`config.mk`:
```
export PLATFORM = sky130hd
export DESIGN_NAME = sram_reader
export DESIGN_NICKNAME = d
export VERILOG_FILES = /design/src/rtl/sram_pkg.sv /design/src/rtl/sram_reader.sv
export SDC_FILE = /design/constraint.sdc
export NUM_CORES = 1
export LEC_CHECK = 0
export ABC_AREA = 1
export BUFFER_PORTS_ARGS = -buffer_cell sky130_fd_sc_hd__buf_2
export CORE_MARGIN = 2
export CORE_UTILIZATION = 55
export CTS_BUF_LIST = sky130_fd_sc_hd__clkbuf_2
export CTS_CLUSTER_DIAMETER = 100
export DETAILED_ROUTE_END_ITERATION = 10
export GPL_TIMING_DRIVEN = 0
export PLACE_DENSITY = 0.83
export SLEW_MARGIN = 20
export SYNTH_ARGS = -nofsm -noshare
export SYNTH_HDL_FRONTEND = slang
export SYNTH_SLANG_ARGS = --single-unit
```
`constraint.sdc`:
```
create_clock -name clk -period 3.38 [get_ports clk]
set_input_delay 0.169 -clock clk [delete_from_list [all_inputs] [get_ports clk]]
set_output_delay 0.169 -clock clk [all_outputs]
set_load 0.02 [all_outputs]
```
`src/rtl/sram_pkg.sv`:
```
// Types and constants shared by the SRAM reader and the board-test writer.
package sram_pkg;

    localparam int SRAM_ADDR_W = 15;
    localparam int SRAM_DATA_W = 8;

    typedef logic [SRAM_ADDR_W-1:0] sram_addr_t;
    typedef logic [SRAM_DATA_W-1:0] sram_data_t;

    typedef enum logic [2:0] {
        RD_IDLE   = 3'd0,
        RD_SETUP  = 3'd1,
        RD_ACCESS = 3'd2,
        RD_VALID  = 3'd3,
        RD_DONE   = 3'd4
    } reader_state_t;

    // The address space is 2^15 bytes, so bursts wrap 0x7FFF -> 0x0000.
    function automatic sram_addr_t addr_next(input sram_addr_t a);
        return a + sram_addr_t'(1);
    endfunction

endpackage

```
`src/rtl/sram_reader.sv`:
```
// Burst reader for an asynchronous SRAM behind address/data transceivers.
// Each byte: one SETUP cycle, WAIT_CYCLES of ACCESS, then VALID until the consumer takes it.
module sram_reader
    import sram_pkg::*;
#(
    parameter int WAIT_CYCLES = 3
) (
    input  logic                   clk,
    input  logic                   reset_n,
    input  logic                   start,
    input  logic [SRAM_ADDR_W-1:0] base_addr,
    input  logic [SRAM_ADDR_W-1:0] length,
    output logic                   busy,
    output logic                   done,
    output logic [SRAM_DATA_W-1:0] rd_data,
    output logic [SRAM_ADDR_W-1:0] rd_addr,
    output logic                   rd_valid,
    input  logic                   rd_ready,
    output logic [SRAM_ADDR_W-1:0] addr,
    input  logic [SRAM_DATA_W-1:0] data_in,
    output logic                   n_ce,
    output logic                   n_oe,
    output logic                   n_write,
    output logic                   t_r_data,
    output logic                   t_r_addr,
    output logic                   n_oe_trans,
    output reader_state_t          state
);

    // Handshake: a byte transfers on every rising edge where rd_valid and rd_ready
    // are both high; once raised, rd_valid stays high and rd_data/rd_addr stay fixed
    // until that edge.

    localparam logic [3:0] WAIT_LAST = 4'(WAIT_CYCLES - 1);

    reader_state_t state_next;
    sram_addr_t    cur_addr;
    sram_addr_t    remaining;
    logic [3:0]    wait_cnt;
    logic          load;
    logic          advance;
    logic          capture;

    always_ff @(posedge clk or negedge reset_n) begin
        if (!reset_n) begin
            state     <= RD_IDLE;
            cur_addr  <= '0;
            remaining <= '0;
            wait_cnt  <= '0;
            rd_data   <= '0;
            rd_addr   <= '0;
        end else begin
            state <= state_next;
            if (load) begin
                cur_addr  <= base_addr;
                remaining <= length;
            end else if (advance) begin
                cur_addr  <= addr_next(cur_addr);
                remaining <= remaining - sram_addr_t'(1);
            end
            if (state == RD_ACCESS && !capture) begin
                wait_cnt <= wait_cnt + 4'd1;
            end else begin
                wait_cnt <= '0;
            end
            if (capture) begin
                rd_data <= data_in;
                rd_addr <= cur_addr;
            end
        end
    end

    always_comb begin
        state_next = state;
        load       = 1'b0;
        advance    = 1'b0;
        capture    = 1'b0;
        case (state)
            RD_IDLE: begin
                if (start) begin
                    load       = 1'b1;
                    state_next = RD_SETUP;
                end
            end
            RD_SETUP: begin
                state_next = RD_ACCESS;
            end
            RD_ACCESS: begin
                // Data is sampled on the edge that closes the last wait cycle.
                if (wait_cnt == WAIT_LAST) begin
                    capture    = 1'b1;
                    state_next = RD_VALID;
                end
            end
            RD_VALID: begin
                if (rd_ready) begin
                    if (remaining == '0) begin
                        state_next = RD_DONE;
                    end else begin
                        advance    = 1'b1;
                        state_next = RD_SETUP;
                    end
                end
            end
            RD_DONE: begin
                state_next = RD_IDLE;
            end
            default: begin
                state_next = RD_IDLE;
            end
        endcase
    end

    always_comb begin
        busy       = (state != RD_IDLE);
        done       = (state == RD_DONE);
        rd_valid   = (state == RD_VALID);
        addr       = cur_addr;
        n_ce       = 1'b1;
        n_oe       = 1'b1;
        n_oe_trans = 1'b1;
        n_write    = 1'b1;
        t_r_data   = 1'b0;
        t_r_addr   = 1'b1;
        // The transceivers open before the SRAM drives and close only after it stops.
        if (state == RD_SETUP || state == RD_ACCESS || state == RD_VALID) begin
            n_ce       = 1'b0;
            n_oe_trans = 1'b0;
        end
        if (state == RD_ACCESS) begin
            n_oe = 1'b0;
        end
    end

endmodule

```
# Word-level counts from Yosys, hierarchy flattened
# Index checks and enable logic that the tools add are counted.
dict set report op_classes {
  n_mux 19
  n_eq_ne 8
  reduce_logical 9
  addsub 3
}
# cell count
set op_table {}
lappend op_table {{two-way mux 15 bit} 4}
lappend op_table {{adder 15 x 1 -> 15 bit (second input constant)} 1}
lappend op_table {{zero test 15 bit} 1}
lappend op_table {{subtractor 15 x 1 -> 15 bit (second input constant)} 1}
lappend op_table {{two-way mux 3 bit} 4}
lappend op_table {{case mux 3 bit (4 select lines)} 1}
lappend op_table {{two-way mux 1 bit} 9}
lappend op_table {{== test 3 x 2 -> 1 bit (second input constant)} 2}
lappend op_table {{adder 4 x 1 -> 4 bit (second input constant)} 1}
lappend op_table {{== test 4 x 2 -> 1 bit (second input constant)} 1}
lappend op_table {{two-way mux 4 bit} 1}
lappend op_table {{inequality test 2 bit (second input constant)} 2}
lappend op_table {{== test 3 x 1 -> 1 bit (second input constant)} 1}
lappend op_table {{== test 3 bit (second input constant)} 1}
lappend op_table {{zero test 3 bit} 1}
lappend op_table {{AND reduction 3 bit} 1}
lappend op_table {{nonzero test 3 bit} 1}
lappend op_table {{logical OR 1 bit} 2}
lappend op_table {{inequality test 2 x 1 -> 1 bit (second input constant)} 1}
lappend op_table {{nonzero test 2 bit} 1}
lappend op_table {{logical AND 1 bit} 1}
lappend op_table {{zero test 1 bit} 1}
dict set report totals {
  regBits 60
  input_bits 42
  elab_cells 45
}

# Longest topological paths before layout
dict set report depth {
  ltp_word 6
  mapped_depth 11
  depth_no_buf 10
}

# Worst setup path before layout
# No wires, ideal clock.
dict set report synth_path {
  kind {register to register}
  start {reg cur_addr[0], in the netlist addr[0]}
  end {reg cur_addr[14], in the netlist addr[14]}
  period_less_slack_ns 1.597
  path_stages_with_launch 9
  setup_ns 0.117
  arrival_time_ns 1.479
  setup_slack_ns 1.783
  cell_sequence {dfrtp_1 -> ha_1 -> nand3_1 -> nor2_1 -> nand3_1 -> nand2_1 -> nand3_1 -> nand3_1 -> nand2_1}
}
dict set report synth_via {
  elab_chain_cells 3
}
# element line_no
set synth_lines {}
lappend synth_lines {{start, declared} sram_reader.sv:37} ;# sram_addr_t cur_addr;
lappend synth_lines {{start signal, assigned} sram_reader.sv:55} ;# cur_addr <= base_addr;
lappend synth_lines {{start signal, assigned} sram_reader.sv:58} ;# cur_addr <= addr_next(cur_addr);
lappend synth_lines {{adder 15 x 1 -> 15 bit} sram_pkg.sv:20} ;# return a + sram_addr_t'(1);
lappend synth_lines {{two-way mux 15 bit} sram_reader.sv:57} ;# end else if (advance) begin
lappend synth_lines {{two-way mux 15 bit} sram_reader.sv:54} ;# if (load) begin
# Every way passes these cells. The select of a mux whose other input is x is not followed.
# A chain may end at the register's enable or synchronous reset.

# Worst setup path in the final report
dict set report layout_path {
  start {reg remaining[0]}
  end {reg cur_addr[6], in the netlist addr[6]}
}
dict set report layout_via {
  elab_chain_cells 5
}
# element line_no
set layout_lines {}
lappend layout_lines {{start, declared} sram_reader.sv:38} ;# sram_addr_t remaining;
lappend layout_lines {{start signal, assigned} sram_reader.sv:56} ;# remaining <= length;
lappend layout_lines {{start signal, assigned} sram_reader.sv:59} ;# remaining <= remaining - sram_addr_t'(1);
lappend layout_lines {{zero test 15 bit} sram_reader.sv:97} ;# if (remaining == '0) begin
lappend layout_lines {{two-way mux 1 bit} sram_reader.sv:97}
lappend layout_lines {{two-way mux 1 bit} sram_reader.sv:96} ;# if (rd_ready) begin
lappend layout_lines {{two-way mux 1 bit} sram_reader.sv:78} ;# case (state)
lappend layout_lines {{nonzero test 2 bit (no line)} -}
# Every way passes these cells.

==> reports/results.ini <==
[run_status]
outcome=complete, no violations

[drt]
drc_errors=0
antenna_left=0
vias_per_cell=5.22
drt_iter0_drc=234
routed_wl_mm=9.44
dr.pass1.iters=8
wl_per_cell_um=13.6
via_count=3629

[sta]
rsz0062_at_grt=false
max_freq_mhz=545
slew_headroom=0.482
fin_crit_ns=1.83
finalMaxSlewViolations=0
finClkSkew_ns=0.0182
tightest_slew_ns=0.777
fin_tns_setup_ns=0
hold_violations=0
hold_slack_ns=0.0110
setup_violations=0
min_period_over_period=0.543

[clocking]
htree_levels=3
path_clk_slew_ns=0.18
cts-root-buf=clkbuf_2
cts_tree=yes
numClockSinks=60
clk_latency_ns=0.51
cts_made_buffers=9
post_cts_buffers=0
ctsLongestPathBuffers=2

[logic_synthesis]
yosys_register_bits=60
synth_warnings=0
synth_area_per_cell_um2=7.38
synthCells=478
synth_ff_type=dfrtp_1
yosysSeqAreaShare=0.425
synth_edf_count=0
async_flop_share=1.00
synth.distinct_cells=33
syn_area_mm2=0.00353

[cells_and_area]
drive_gt1_frac=0.249
area_growth_pct=27.7
nets=660
antenna_cells=0
layout_common_cells=nand2_1, buf_2, dfrtp_1
fillers=523
layout_commonest_cell=nand2_1

[worst_setup_path]
cp-end-kind=register
critPathKind=reg -> reg
slowest_delay_ns=0.42
cp_common_cell=nand2_2
crit_path_top_delay_cell=dfrtp_1
cp.required_ns=3.79
path_max_fanout=10
start_kind=register
path_cells=inv_1, ha_1, nand2_2, nor2_4, nand2_2, nand3_4, nand2_4, buf_4, nand2_1, o21ai_2
worstPathArrival_ns=2.25

[floorplan]
die_w_um=84.1
die_area_mm2=0.00707
coreArea_mm2=0.00628
die_height_um=84.1
initial_utilization=0.562
row_count=29
ios=92

[global_route]
grt_overflow=0
grt_usage=0.279
grt_pass1_vias=3447
grt_max_degree=61
grt_antenna_before_repair=0
grt_pass1_wl_mm=15.9

[power]
ir_drop_mv=0.475
total_power_mw=3.88
power_density_mw_per_mm2=862
power_leakage_nw=2.37

[flow_run]
drv_cap=0

[place]
io_buffers=88
gp_congestion=0.913
hpwl_mm=6.43

[min_path]
min_path_type=in -> reg

## area by class of cell
cell class	instances	area [µm²]	area share
buffer	19	134	0.0297
clock buffer	11	55.1	0.0122
clock inverter	5	28.8	0.00639
inverter	45	169	0.0375
multi-input combinational	355	1730	0.384
sequential	60	1500	0.333
tap	77	96.3	0.0214
timing repair buffer	123	793	0.176
## state kept, by name, indices dropped and copies added, names as in the netlist
register / count
remaining: 15
state: 3
rd_addr: 15
addr: 15
rd_data: 8
wait_cnt: 4
## through the flow
stage,utilization,cell area [µm²],std cells,setup WS (ns)
floorplan,-,3530,479,1.78
global placement,0.648,4070,644,1.61
detailed placement,0.649,4070,644,1.59
CTS,0.718,4510,695,1.53
global route,0.718,4510,695,1.41
finish,0.718,4510,695,1.55
## power breakdown
group          leakage, nW  switching, mW  internal (mW)
sequential           0.753          0.299           1.03
clock               0.0554          0.281         0.0975
combinational         1.56           1.39          0.786
## synthesized netlist by cell type (5+ instances only)
| cell type | instances | share of area |
|---|---|---|
| nand4_1 | 7 | 0.012 |
| o21ai_0 | 11 | 0.016 |
| dfrtp_1 | 60 | 0.43 |
| mux2_1 | 8 | 0.026 |
| buf_2 | 8 | 0.011 |
| nor2_1 | 39 | 0.041 |
| o21ai_1 | 19 | 0.027 |
| nand3_1 | 41 | 0.058 |
| buf_4 | 6 | 0.013 |
| nand2_1 | 182 | 0.19 |
| o21ai_2 | 14 | 0.035 |
| inv_1 | 41 | 0.044 |
| ha_1 | 5 | 0.018 |
## layer usage
| layer | wire [µm] | track usage |
|---|---|---|
| met3 | 585 | 0.0514 |
| met4 | 221 | 0.109 |
| met5 | 0 | 0 |
| met1 | 4000 | 0.374 |
| met2 | 4630 | 0.452 |
## critical path: cells and delay by family, from the launching register on
| kind | cells | cell delay, ns |
|---|---|---|
| and+or+nand+nor | 6 | 0.69 |
| DFF | 1 | 0.42 |
| buffers and inverters | 2 | 0.36 |
| adders and majority gates | 1 | 0.21 |
| AOI/OAI and AO/OA | 1 | 0.05 |
## cell families (layout without fill, tap and decap cells)
family | count (synthesis) | count (layout) | share of synthesized area
and+or+nand+nor | 287 | 287 | 0.348
buffers and inverters | 64 | 203 | 0.0858
DFF | 60 | 60 | 0.425
AOI/OAI and AO/OA | 49 | 49 | 0.0876
muxes | 8 | 8 | 0.0255
adders and majority gates | 5 | 5 | 0.0177
xor gates and xnor gates | 3 | 3 | 0.00745
other | 2 | 3 | 0.00213
## path summary, 6_finish.rpt
kind | slack, ns | endpoint | cells after the start | start
setup / recovery | 1.55 | addr[6]$_DFFE_PN0P_ | 10 | remaining[0]$_DFFE_PN0P_
hold / removal | 0.01 | remaining[0]$_DFFE_PN0P_ | 5 | length[0]
setup reg to reg | 1.55 | addr[6]$_DFFE_PN0P_ | 10 | remaining[0]$_DFFE_PN0P_
hold reg to reg | 0.51 | rd_addr[12]$_DFFE_PN0P_ | 2 | rd_addr[12]$_DFFE_PN0P_
max in group asynchronous | 2.60 | addr[12]$_DFFE_PN0P_ | 2 | reset_n
min in group asynchronous | 0.26 | state[0]$_DFFE_PN0P_ | 2 | reset_n
## timing repair
action	in CTS	in global routing
endpoints found under the setup margin	0	0
hold endpoints to repair	94	0
gates resized for setup	0	0
hold buffers	35	0
Power figures use the tool's default switching activity.
